## src/rtl/kmp_pkg.sv

```systemverilog
// rtl/kmp_pkg.sv - shared widths and FSM state encoding for the KMP table builder and matcher
package kmp_pkg;

  localparam int CHAR_W  = 8;
  localparam int MAX_PAT = 8;
  localparam int ADDR_W  = $clog2(MAX_PAT);
  localparam int LEN_W   = ADDR_W + 1;

  typedef enum logic [2:0] {
    IDLE,
    LOAD,
    INIT,
    STEP,
    DONE
  } state_e;

endpackage

```

## src/rtl/kmp_prefix_table_comparator.sv

```systemverilog
// rtl/kmp_prefix_table_comparator.sv - CHAR_W-wide character equality comparator
module kmp_prefix_table_comparator #(
  parameter int W = 8
) (
  input  logic [W-1:0] a,
  input  logic [W-1:0] b,
  output logic         eq
);

  assign eq = (a == b);

endmodule

```

## src/rtl/kmp_prefix_table.sv

```systemverilog
// rtl/kmp_prefix_table.sv - builds the KMP failure table from a pattern held in a synchronous ROM
module kmp_prefix_table #(
  parameter  int CHAR_W  = kmp_pkg::CHAR_W,
  parameter  int MAX_PAT = kmp_pkg::MAX_PAT,
  localparam int ADDR_W  = $clog2(MAX_PAT),
  localparam int LEN_W   = ADDR_W + 1
) (
  input  logic              clk,
  input  logic              rst,
  input  logic              start,
  input  logic [LEN_W-1:0]  pat_len,
  output logic [ADDR_W-1:0] pat_addr,
  input  logic [CHAR_W-1:0] pat_data,
  output logic              tbl_we,
  output logic [ADDR_W-1:0] tbl_addr,
  output logic [LEN_W-1:0]  tbl_data,
  output logic              busy,
  output logic              done,
  output logic              err
);

  import kmp_pkg::*;

  state_e            state_q, state_d;
  logic [LEN_W-1:0]  plen_q, plen_d;
  logic [LEN_W-1:0]  cnt_q, cnt_d;
  logic [ADDR_W-1:0] i_q, i_d;
  logic [ADDR_W-1:0] len_q, len_d;
  logic              err_q, err_d;
  logic [CHAR_W-1:0] pat_buf_q [MAX_PAT];
  logic [CHAR_W-1:0] pat_buf_d [MAX_PAT];
  // lps values never exceed MAX_PAT-1, so ADDR_W bits hold every table entry
  logic [ADDR_W-1:0] lps_q [MAX_PAT];
  logic [ADDR_W-1:0] lps_d [MAX_PAT];

  logic              chr_eq;
  logic [LEN_W-1:0]  last_idx;
  logic              at_last;
  logic [ADDR_W-1:0] len_inc;

  assign last_idx = plen_q - LEN_W'(1);
  assign at_last  = ({1'b0, i_q} == last_idx);
  assign len_inc  = len_q + ADDR_W'(1);

  kmp_prefix_table_comparator #(
    .W(CHAR_W)
  ) u_cmp (
    .a (pat_buf_q[i_q]),
    .b (pat_buf_q[len_q]),
    .eq(chr_eq)
  );

  // Next-state, datapath updates and outputs; one KMP decision per STEP cycle
  always_comb begin
    state_d   = state_q;
    plen_d    = plen_q;
    cnt_d     = cnt_q;
    i_d       = i_q;
    len_d     = len_q;
    err_d     = err_q;
    pat_buf_d = pat_buf_q;
    lps_d     = lps_q;
    pat_addr  = '0;
    tbl_we    = 1'b0;
    tbl_addr  = '0;
    tbl_data  = '0;
    busy      = (state_q != IDLE);
    done      = (state_q == DONE);
    err       = err_q;

    case (state_q)
      IDLE: begin
        if (start) begin
          plen_d = pat_len;
          cnt_d  = '0;
          i_d    = '0;
          len_d  = '0;
          if (pat_len == '0 || pat_len > LEN_W'(MAX_PAT)) begin
            err_d   = 1'b1;
            state_d = DONE;
          end else begin
            err_d   = 1'b0;
            state_d = LOAD;
          end
        end
      end

      LOAD: begin
        // Address leads data by one cycle, so slot cnt-1 is captured while cnt is driven
        if (cnt_q < plen_q) begin
          pat_addr = cnt_q[ADDR_W-1:0];
        end
        if (cnt_q != '0) begin
          pat_buf_d[ADDR_W'(cnt_q - LEN_W'(1))] = pat_data;
        end
        if (cnt_q == plen_q) begin
          state_d = INIT;
        end else begin
          cnt_d = cnt_q + LEN_W'(1);
        end
      end

      INIT: begin
        tbl_we   = 1'b1;
        lps_d[0] = '0;
        i_d      = ADDR_W'(1);
        len_d    = '0;
        state_d  = (plen_q == LEN_W'(1)) ? DONE : STEP;
      end

      STEP: begin
        if (chr_eq) begin
          tbl_we       = 1'b1;
          tbl_addr     = i_q;
          tbl_data     = {1'b0, len_inc};
          lps_d[i_q]   = len_inc;
          len_d        = len_inc;
          i_d          = i_q + ADDR_W'(1);
          if (at_last) state_d = DONE;
        end else if (len_q != '0) begin
          // Fallback cycle: shrink the candidate border, no table write
          len_d = lps_q[len_q - ADDR_W'(1)];
        end else begin
          tbl_we     = 1'b1;
          tbl_addr   = i_q;
          tbl_data   = '0;
          lps_d[i_q] = '0;
          i_d        = i_q + ADDR_W'(1);
          if (at_last) state_d = DONE;
        end
      end

      DONE: begin
        state_d = IDLE;
      end

      default: begin
        state_d = IDLE;
      end
    endcase
  end

  // State and datapath registers; reset clears everything including the buffers
  always_ff @(posedge clk or negedge rst) begin
    if (!rst) begin
      state_q <= IDLE;
      plen_q  <= '0;
      cnt_q   <= '0;
      i_q     <= '0;
      len_q   <= '0;
      err_q   <= 1'b0;
      for (int k = 0; k < MAX_PAT; k++) begin
        pat_buf_q[k] <= '0;
        lps_q[k]     <= '0;
      end
    end else begin
      state_q   <= state_d;
      plen_q    <= plen_d;
      cnt_q     <= cnt_d;
      i_q       <= i_d;
      len_q     <= len_d;
      err_q     <= err_d;
      pat_buf_q <= pat_buf_d;
      lps_q     <= lps_d;
    end
  end

endmodule

```

## config.mk

```make
export PLATFORM = sky130hd
export DESIGN_NAME = kmp_prefix_table
export DESIGN_NICKNAME = d
export VERILOG_FILES = /design/src/rtl/kmp_pkg.sv /design/src/rtl/kmp_prefix_table_comparator.sv /design/src/rtl/kmp_prefix_table.sv
export SDC_FILE = /design/constraint.sdc
export NUM_CORES = 1
export LEC_CHECK = 0
export BUFFER_PORTS_ARGS = -buffer_cell sky130_fd_sc_hd__buf_2
export CAP_MARGIN = 10
export CORE_AREA = 2 2 112 114
export DETAILED_ROUTE_END_ITERATION = 7
export DIE_AREA = 0 0 114 116
export PLACE_DENSITY = 0.68
export SETUP_SLACK_MARGIN = 0.05
export SLEW_MARGIN = 30
export SYNTH_ARGS = -nofsm -noshare
export SYNTH_HDL_FRONTEND = slang
export SYNTH_SLANG_ARGS = --single-unit
export TNS_END_PERCENT = 20
```

## constraint.sdc

```tcl
create_clock -name clk -period 5.2 [get_ports clk]
set_input_delay 0.26 -clock clk [delete_from_list [all_inputs] [get_ports clk]]
set_output_delay 0.26 -clock clk [all_outputs]
set_load 0.01 [all_outputs]
```

==> results of run 1 <==
==> layout by cell type (no fill, tap or decap), drive strengths merged, types with 2 or more instances in the layout <==
cell and count:
mux2i 20, or3 2, mux4 28, nor2b 5
nand2 19, and2 6, nand4 2, o22ai 4
a21oi 9, dfrtp 106, buf 34, nand3 15
a222oi 2, o2bb2ai 2, o31ai 2, a32o 8
inv 14, nor3b 2, clkbuf 14, o21a 2
nand2b 4, ha 13, a221oi 3, o21ai 25
or2 3, mux2 71, xnor2 12, xor2 5
a31oi 4, nor3 19, nor4 2, o41ai 3
nor2 24, a22o 19, a211oi 2, a221o 3
==> final cells by class <==
class	instances	area, um^2
Tap cell	147	184
Timing Repair Buffer	35	204
Clock buffer	14	254
Inverter	14	52.6
Fill cell	1012	5320
Sequential cell	106	2650
Clock inverter	2	12.5
Multi-Input combinational cell	351	3230
==> report_power, final <==
part,switching (uW),total (uW),internal (uW)
Combinational,753,1570,818
Sequential,324,1450,1130
Clock,294,632,338
Total,1370,3650,2280
==> worst max-delay path: cells and delay by family, from the launching register on <==
family | cells | cell delay, ns
simple gates | 4 | 1.19
flops | 1 | 0.72
mux | 1 | 0.31
compound gates | 2 | 0.63
buf+inv | 2 | 0.46
xor+xnor | 1 | 0.21
==> flip-flops by register name (all words and copies together) (netlist names) <==
signal	cells
i_q	3
err	1
pat_buf_q	64
cnt_q	4
state_q	3
len_q	3
plen_q	4
lps_q	24
==> metrics by stage <==
| stage | std cells | area (um^2) | hold WS, ns | total power [uW] | util, % |
|---|---|---|---|---|---|
| after floorplan | 502 | 6120 | -0.0356 | 2660 | - |
| after global placement | 652 | 6290 | 0.229 | 2950 | 52.8 |
| after detailed placement | 652 | 6310 | 0.236 | 3020 | 52.9 |
| after CTS | 669 | 6580 | 0.116 | 3660 | 55.3 |
| after global routing | 669 | 6590 | 0.143 | 3910 | 55.3 |
| final | 669 | 6590 | 0.124 | 3650 | 55.3 |
==> per-layer routing <==
metal,vias to the layer above,routed length [um],GRT usage [%],part of all wire [%]
li1,1939,-,-,-
met1,2197,6360,32.1,46
met2,116,6510,35.2,47
met3,18,707,4.60,5.1
met4,0,250,8.46,1.8
met5,-,0,0,0
==> Yosys cell counts, drive strengths merged (2+ instances only) <==
| library cell | count | area (um^2) |
|---|---|---|
| o21ai | 25 | 125 |
| nor4 | 2 | 12.5 |
| o31ai | 2 | 15.0 |
| o21a | 2 | 15.0 |
| o41ai | 3 | 26.3 |
| xnor2 | 12 | 105 |
| nand2b | 4 | 25.0 |
| a221oi | 3 | 26.3 |
| xor2 | 5 | 43.8 |
| nand3 | 15 | 75.1 |
| nor2b | 5 | 31.3 |
| a31oi | 4 | 25.0 |
| inv | 14 | 52.6 |
| nor3 | 19 | 115 |
| nor2 | 24 | 92.6 |
| or3 | 2 | 12.5 |
| nor3b | 2 | 15.0 |
| nand4 | 2 | 27.5 |
| and2 | 6 | 40.0 |
| or2 | 3 | 21.3 |
| a221o | 3 | 30.0 |
| buf | 19 | 156 |
| o22ai | 4 | 25.0 |
| a32o | 8 | 80.1 |
| a22o | 19 | 166 |
| a222oi | 2 | 20.0 |
| nand2 | 19 | 71.3 |
| a21oi | 9 | 45.0 |
| mux2 | 71 | 803 |
| dfrtp | 106 | 2650 |
| mux4 | 28 | 631 |
| ha | 13 | 163 |
| mux2i | 20 | 200 |
| clkbuf | 12 | 45.0 |
| o2bb2ai | 2 | 17.5 |
| a211oi | 2 | 15.0 |
==> worst max path at each step <==
| stage | start | end | slack (ns) | depth (start not counted) |
|---|---|---|---|---|
| 5_1_grt | i_q[0]$_DFFE_PN0P_ | tbl_data[1] | 0.73 | 10 |
| 3_3_place_gp | i_q[0]$_DFFE_PN0P_ | tbl_data[2] | 1.48 | 10 |
| 4_1_cts | i_q[0]$_DFFE_PN0P_ | tbl_data[1] | 1.05 | 10 |
| 3_5_place_dp | i_q[0]$_DFFE_PN0P_ | tbl_data[1] | 1.44 | 10 |
| 2_1_floorplan | i_q[0]$_DFFE_PN0P_ | tbl_data[1] | 2.43 | 11 |
| 6_report | i_q[0]$_DFFE_PN0P_ | tbl_data[1] | 1.04 | 10 |
==> cells by family after synthesis <==
logic type | Yosys count | share of synthesized area (%)
AOI/OAI and AO/OA | 97 | 11.7
and+or+nand+nor | 104 | 8.93
buffers and inverters | 45 | 4.15
muxes | 119 | 26.7
xor gates and xnor gates | 17 | 2.43
DFF | 106 | 43.3
other | 1 | 0.0613
adders and majority gates | 13 | 2.66
==> flow_metrics.py, run 1 <==
metrics = {
    "grt": {
        "antenna_found_initial": 0,
        "grt_start_max_net_pins": 75,
        "grt_usage_pct": 22.7,
        "grt_pass1_wl_um": 22900,
        "gr-total-overflow": 0,
        "grt_pass1_vias": 4351,
    },
    "power_and_ir_drop": {
        "powerDensity_nw_per_um2": 554,
        "total_leakage_power_uw": 0.00280,
        "peakVddDrop_mv": 0.370,
    },
    "synth": {
        "syn_area_um2": 6120,
        "ys_seq_area_share_pct": 43.3,
        "postSynthAreaPerCell_um2": 12.2,
        "postSynthCellCount": 502,
        "syn_nets": 530,
        "synthArstFlopShare_pct": 100,
        "synth-seq-cells": 106,
        "yosysWarnings": 0,
        "synth_top_flop_cell": "dfrtp_1",
        "synth-edff-count": 0,
        "synth_cell_types": 59,
    },
    "clocking": {
        "cts_max_level": 3,
        "clk_pin_slew_ns": 0.07,
        "hold_buffers": 1,
        "cts_buffer_depth": 2,
        "cts_made_buffers": 9,
        "cts_tree": "yes",
        "root_buffer": "clkbuf_16",
        "postCtsSetupRepairBufs": 0,
        "cts_resized": 0,
        "clock_latency_ns": 0.35,
        "cts_num_sinks": 106,
    },
    "sta": {
        "slew_viol_final": 0,
        "setup_viol": 0,
        "tns_ns": 0,
        "hold_viol": 0,
        "rsz0062_at_grt": "false",
        "fin_crit_ns": 4.16,
        "slew_headroom_pct": 35.3,
        "min_period_over_period_pct": 80.0,
        "max_freq_mhz": 240,
        "fin_worst_skew_ns": 0.00509,
        "fin_ws_ns": 1.04,
        "tightest_slew_ns": 0.965,
    },
    "die": {
        "fp.dieArea_um2": 13200,
        "pin_count": 29,
        "core_area_um2": 11900,
        "rows": 40,
        "start_util_pct": 51.4,
        "die_w_um": 114,
        "die_y_um": 116,
    },
    "worst_setup_path": {
        "rr_endpoint": "lps_q[2]$_DFFE_PN0P_",
        "cp-start-kind": "flip-flop",
        "arrival_ns": 3.90,
        "r2r_start": "i_q[0]$_DFFE_PN0P_",
        "cp_data_required_time_ns": 4.94,
        "critPathKind": "flip-flop to output port",
        "critical_path.slowest_cell": "nor2_2",
        "slowest_delay_ns": 0.73,
        "cp-end-kind": "output port",
        "path_cells": "buf_4 > mux2_4 > a221o_1 > a222oi_1 > xnor2_1 > nand4_4 > nor2_2 > nand2_1 > nor2_1 > buf_2",
        "reg2reg_setup_slack_ns": 1.40,
        "worst-path-max-fanout": 24,
        "worstRegToRegCells": 9,
    },
    "placement": {
        "port_buffers": 27,
        "place.gp.congestion": 0.885,
        "post-place-ws_ns": 1.44,
        "dp_hpwl_um": 9390,
    },
    "detailed_routing": {
        "remaining_drc_errors": 0,
        "viasPerCell": 6.38,
        "drt_iter0_markers": 260,
        "detail_route.wl_per_cell_um": 20.7,
        "drt_wl_total_um": 13800,
        "drtPass1Iterations": 5,
        "ant_nets": 0,
        "vias": 4270,
    },
    "job": {
        "max_cap_viol_count": 0,
    },
    "layout": {
        "finalNetCount": 545,
        "n_antenna_cell": 0,
        "layout-drive-gt1-share_pct": 30.5,
        "area_growth_pct": 7.71,
    },
    "status": {
        "status": "completed",
    },
    "min_path": {
        "hold_path_end": "plen_q[0]$_DFFE_PN0P_",
        "whs_path_depth": 3,
        "hp-class": "primary input to flip-flop",
        "hp-start": "pat_len[0]",
    },
}
No activity file was read; power rests on OpenSTA's default activity.
==> run 2, diff against run 1 <==
- PLACE_DENSITY: 0.68 -> 0.71
- clock period: 5.2 -> 3.6 ns (I/O delays scaled with it)
==> run 2 against run 1 <==
  * Hold slack worse by 0.077 ns
  * Register-to-register slack got worse by 0.80 ns
  * Clock-buffer cell count down 2
==> flow_metrics.py, run 2 (synthesized netlist as in run 1, its figures left out) <==
metrics = {
    "status": {
        "status": "completed",
    },
    "sta": {
        "setup_viol": 0,
        "hold_viol": 0,
        "max_freq_mhz": 306,
        "fin_worst_skew_ns": 0.00764,
        "tns_ns": 0,
        "rsz0062_at_grt": "false",
        "slew_headroom_pct": 37.3,
        "tightest_slew_ns": 0.938,
        "holdWs_ns": 0.0472,
        "fin_crit_ns": 3.27,
        "slew_viol_final": 0,
        "min_period_over_period_pct": 90.9,
        "fin_ws_ns": 0.328,
    },
    "worst_setup_path": {
        "slowest_delay_ns": 0.54,
        "reg2reg_setup_slack_ns": 0.60,
        "critical_path.slowest_cell": "dfrtp_2",
        "startpoint": "i_q[0]$_DFFE_PN0P_",
        "critPathKind": "flip-flop to output port",
        "worst-path-max-fanout": 24,
        "arrival_ns": 3.09,
        "critPathBufInv": 2,
        "rr_endpoint": "state_q[0]$_DFFE_PN0P_",
        "path_cells": "mux2_4 > a221o_1 > a222oi_1 > xnor2_1 > nand4_4 > nor2_2 > buf_4 > nand2_1 > nor2_1 > buf_2",
        "worstRegToRegCells": 8,
        "crit_family": "compound AO/OA/AOI/OAI gates",
        "cp_data_required_time_ns": 3.42,
        "r2r_start": "i_q[0]$_DFFE_PN0P_",
        "cp-start-kind": "flip-flop",
        "cp-end-kind": "output port",
    },
    "power_and_ir_drop": {
        "peakVddDrop_mv": 0.493,
        "powerDensity_nw_per_um2": 797,
        "total_leakage_power_uw": 0.00287,
    },
    "grt": {
        "grt_usage_pct": 22.7,
        "gr-total-overflow": 0,
        "antenna_found_initial": 0,
        "grt_pass1_wl_um": 23000,
        "grt_start_max_net_pins": 89,
        "grt_pass1_vias": 4404,
    },
    "detailed_routing": {
        "drt_wl_total_um": 14000,
        "vias": 4364,
        "detail_route.wl_per_cell_um": 20.5,
        "remaining_drc_errors": 0,
        "drtPass1Iterations": 5,
        "viasPerCell": 6.40,
        "ant_nets": 0,
        "drt_iter0_markers": 346,
    },
    "die": {
        "die_y_um": 116,
        "pin_count": 29,
        "fp.dieArea_um2": 13200,
        "core_area_um2": 11900,
        "start_util_pct": 51.4,
        "die_w_um": 114,
        "rows": 40,
    },
    "layout": {
        "n_fill_cell": 1002,
        "largest-register": "pat_buf_q",
        "final_common_cell": "dfrtp_1",
        "area_growth_pct": 9.42,
        "mostFrequentLayoutCells": "105 x dfrtp_1, 70 x mux2_2, 28 x mux4_2",
        "largest_reg_flops": 64,
        "n_antenna_cell": 0,
        "finalNetCount": 559,
        "reg_top3": "pat_buf_q: 64 flops, lps_q: 24 flops",
        "multi_input_area_um2": 3210,
        "seq_area_um2": 2650,
        "layout-drive-gt1-share_pct": 32.7,
    },
    "clocking": {
        "root_buffer": "clkbuf_16",
        "postCtsSetupRepairBufs": 0,
        "cts_buffer_depth": 2,
        "cts_num_sinks": 106,
        "clock_latency_ns": 0.35,
        "clk_pin_slew_ns": 0.07,
        "cts_max_level": 3,
        "cts_made_buffers": 9,
        "cts_tree": "yes",
    },
    "placement": {
        "dp_hpwl_um": 9610,
        "post-place-ws_ns": 0.476,
        "place.gp.congestion": 0.884,
        "port_buffers": 27,
    },
    "min_path": {
        "hp-start": "pat_len[1]",
        "hold_path_end": "plen_q[1]$_DFFE_PN0P_",
        "hp-class": "primary input to flip-flop",
        "whs_path_depth": 3,
    },
    "job": {
        "max_cap_viol_count": 0,
    },
}
## run 2: cell types whose count changed in the layout (fill, tap and decap cells not counted)
cell	previous run	this run
clkbuf_1	4	2
nor3_4	3	0
clkinv_4	0	1
nor3_2	1	4
inv_6	0	1
dfrtp_2	0	1
dfrtp_1	106	105
buf_4	7	20
buf_12	0	1
clkinv_2	1	0
## run 2: worst max-delay path by stage
stage / end / slack (ns) / cells past startpoint
2_1_floorplan: len_q[2]$_DFFE_PN0P_ / 0.83 / 12
3_3_place_gp: state_q[0]$_DFFE_PN0P_ / 0.52 / 9
3_5_place_dp: state_q[0]$_DFFE_PN0P_ / 0.48 / 9
4_1_cts: tbl_data[1] / 0.18 / 11
5_1_grt: tbl_data[1] / 0.12 / 11
6_report: tbl_data[1] / 0.33 / 10
## run 2: metal layers
layer / GRT usage, % / wire length, um
met1: 30.7 / 6230
met2: 37.1 / 6820
met3: 4.60 / 704
met4: 7.72 / 202
met5: 0 / 0
## run 2: timing repair
action,4_1_cts,5_1_grt
endpoints found under the hold margin,87,0
setup endpoints to repair,0,4
hold buffers,1,0
gates resized for setup,0,1
## run 2: layout make-up
| class | count | area share (%) |
|---|---|---|
| clock inverter | 3 | 0.374 |
| sequential | 106 | 39.6 |
| timing repair buffer | 49 | 4.80 |
| multi-input combinational | 351 | 48.0 |
| clock buffer | 12 | 3.68 |
| tap | 147 | 2.75 |
| inverter | 14 | 0.785 |
## run 2: report_power, final
part           leakage, uW  total, uW  internal [uW]  switching [uW]
clock network     0.000129        928            489             439
logic              0.00140       2350           1220            1130
registers          0.00134       2060           1630             431
## run 2: worst register-to-register path: cells and delay by family, from the launching register on
family           cells  cell delay [ns]
AND/OR/NAND/NOR      1             0.19
AO/OA/AOI/OAI        5             1.59
multiplexers         1             0.33
XOR/XNOR             1             0.23
flip-flops           1             0.54
## run 2: per-stage QoR
stage | instances | util [%] | cell area, um^2 | total power (uW)
6_report | 682 | 56.2 | 6700 | 5340
4_1_cts | 682 | 56.2 | 6700 | 5360
5_1_grt | 682 | 56.2 | 6700 | 5680
2_1_floorplan | 502 | - | 6120 | 3840
3_3_place_gp | 666 | 53.8 | 6410 | 4300
3_5_place_dp | 666 | 53.9 | 6410 | 4410
==> run 3, diff against run 2 <==
- RECOVER_POWER: unset -> 25
==> run 3 against run 2 <==
  * The flow now finishes with violations (capacitance limit, slew limit)
  * Cell area is 0.11% lower
  * Sequential share of layout area about the same
  * Combinational power about the same
  * Final cell count did not move
  * Global-route usage did not move
  * Critical endpoint unchanged
==> flow_metrics.py, run 3 (synthesized netlist as in run 1, its figures left out) <==
metrics = {
    "grt": {
        "antenna_found_initial": 0,
        "gr-total-overflow": 0,
        "grt_usage_pct": 22.7,
        "busiest_layer": "met2",
        "grt_use_met2_pct": 37.1,
        "grt_util_met1_pct": 30.7,
        "grt_pass1_wl_um": 23000,
        "grt_pass1_vias": 4404,
        "grt_start_max_net_pins": 89,
        "grtUsageMet3_pct": 4.60,
    },
    "status": {
        "violations": "capacitance limit, slew limit",
        "status": "complete, but fails checks",
    },
    "detailed_routing": {
        "drtPass1Iterations": 5,
        "viasPerCell": 6.40,
        "detail_route.wl_per_cell_um": 20.3,
        "vias": 4362,
        "drt_iter0_markers": 336,
        "remaining_drc_errors": 0,
        "drt_wl_total_um": 13800,
        "ant_nets": 0,
    },
    "layout": {
        "largest-register": "pat_buf_q",
        "utilization_pct": 56.2,
        "finalNetCount": 559,
        "largest_reg_flops": 64,
        "layout-drive-gt1-share_pct": 32.5,
        "n_antenna_cell": 0,
        "mostFrequentLayoutCells": "105 x dfrtp_1, 70 x mux2_2, 28 x mux4_2",
        "n_fill_cell": 1005,
        "final_common_cell": "dfrtp_1",
        "area_growth_pct": 9.30,
        "reg_top3": "pat_buf_q: 64 flops, lps_q: 24 flops",
    },
    "sta": {
        "rsz0062_at_grt": "false",
        "tns_ns": 0,
        "setup_viol": 0,
        "fin_crit_ns": 3.26,
        "max_freq_mhz": 307,
        "hold_viol": 0,
        "slew_headroom_pct": -41.4,
        "fin_worst_skew_ns": 0.00797,
        "slew_viol_final": 89,
        "min_period_over_period_pct": 90.6,
        "fin_ws_ns": 0.339,
        "tightest_slew_ns": 2.12,
    },
    "clocking": {
        "clk_pin_slew_ns": 0.07,
        "cts_num_sinks": 106,
        "cts_tree": "yes",
        "cts_buffer_depth": 2,
        "postCtsSetupRepairBufs": 0,
        "cts_made_buffers": 9,
        "cts_max_level": 3,
        "root_buffer": "clkbuf_16",
        "clock_latency_ns": 0.36,
    },
    "job": {
        "max_cap_viol_count": 1,
    },
    "power_and_ir_drop": {
        "pwr-share-comb_pct": 44.1,
        "peakVddDrop_mv": 0.490,
        "total_leakage_power_uw": 0.00287,
        "p_sw_share_pct": 37.3,
        "clockPowerShare_pct": 17.3,
        "powerDensity_nw_per_um2": 796,
        "power.switching_uw": 1990,
        "p_seq_share_pct": 38.6,
        "p_int_uw": 3340,
    },
    "die": {
        "fp.dieArea_um2": 13200,
        "start_util_pct": 51.4,
        "die_y_um": 116,
        "core_area_um2": 11900,
        "pin_count": 29,
        "die_w_um": 114,
        "rows": 40,
    },
    "worst_setup_path": {
        "worst-path-max-fanout": 24,
        "cp_data_required_time_ns": 3.42,
        "arrival_ns": 3.08,
        "cp-end-kind": "output port",
        "cp-start-kind": "flip-flop",
        "critPathBufInv": 2,
        "path_cells": "mux2_4 > a221o_1 > a222oi_1 > xnor2_1 > nand4_4 > nor2_2 > buf_4 > nand2_1 > nor2_1 > buf_2",
        "critPathKind": "flip-flop to output port",
        "crit_family": "compound AO/OA/AOI/OAI gates",
        "slowest_delay_ns": 0.55,
        "critical_path.slowest_cell": "dfrtp_2",
    },
    "placement": {
        "port_buffers": 27,
        "place.gp.congestion": 0.884,
        "post-place-ws_ns": 0.476,
        "dp_hpwl_um": 9610,
    },
    "min_path": {
        "hp-class": "primary input to flip-flop",
    },
}
-- run 3: timing repair --
| item | in CTS | in global routing |
|---|---|---|
| resized for setup | 0 | 1 |
| endpoints found under the hold margin | 87 | 0 |
| setup endpoints to repair | 0 | 4 |
| hold buffers | 1 | 0 |
-- run 3: worst paths after layout --
kind	start	endpoint	slack [ns]	cells past startpoint
setup / recovery	i_q[0]$_DFFE_PN0P_	tbl_data[1]	0.34	10
hold / removal	pat_len[1]	plen_q[1]$_DFFE_PN0P_	0.05	3
setup reg to reg	i_q[0]$_DFFE_PN0P_	state_q[0]$_DFFE_PN0P_	0.61	8
hold reg to reg	lps_q[8]$_DFFE_PN0P_	lps_q[8]$_DFFE_PN0P_	0.49	1
max in group asynchronous	rst	i_q[0]$_DFFE_PN0P_	1.24	2
min in group asynchronous	rst	plen_q[3]$_DFFE_PN0P_	0.98	2
-- run 3: stage by stage --
| step | hold slack [ns] | area (um^2) | power (uW) | cells |
|---|---|---|---|---|
| detailed placement | 0.303 | 6410 | 4410 | 666 |
| global route | 0.0539 | 6690 | 5680 | 682 |
| finish | 0.0478 | 6690 | 5330 | 682 |
| global placement | 0.398 | 6410 | 4300 | 666 |
| CTS | 0.0324 | 6700 | 5360 | 682 |
| floorplan | -0.116 | 6120 | 3840 | 502 |
-- run 3: tightest hold or removal path: stages --
cell     delay, ns
buf_2         0.09
nand2_1       0.04
o21ai_0       0.06
-- run 3: area by class of cell --
cell class	instances	area [um^2]	share of cell area, %
Timing Repair Buffer	49	314	4.69
Inverter	14	52.6	0.785
Clock buffer	12	246	3.68
Multi-Input combinational cell	351	3210	48.0
Sequential cell	106	2650	39.7
Tap cell	147	184	2.75
Clock inverter	3	25.0	0.374
-- run 3: per-layer routing --
layer	part of all wire, %	wire (um)	vias up
li1	-	-	1955
met1	43	5930	2245
met2	49	6840	143
met3	6.1	841	19
met4	1.5	211	0
met5	0	0	-
-- run 3: power by group through the flow --
stage / Sequential (uW) / Combinational [uW] / Clock [uW]
final: 2060 / 2350 / 924
after global routing: 2110 / 2560 / 1000
after CTS: 2040 / 2370 / 951
after detailed placement: 2060 / 2350 / 0
after global placement: 2040 / 2260 / 0
after floorplan: 1860 / 1990 / 0
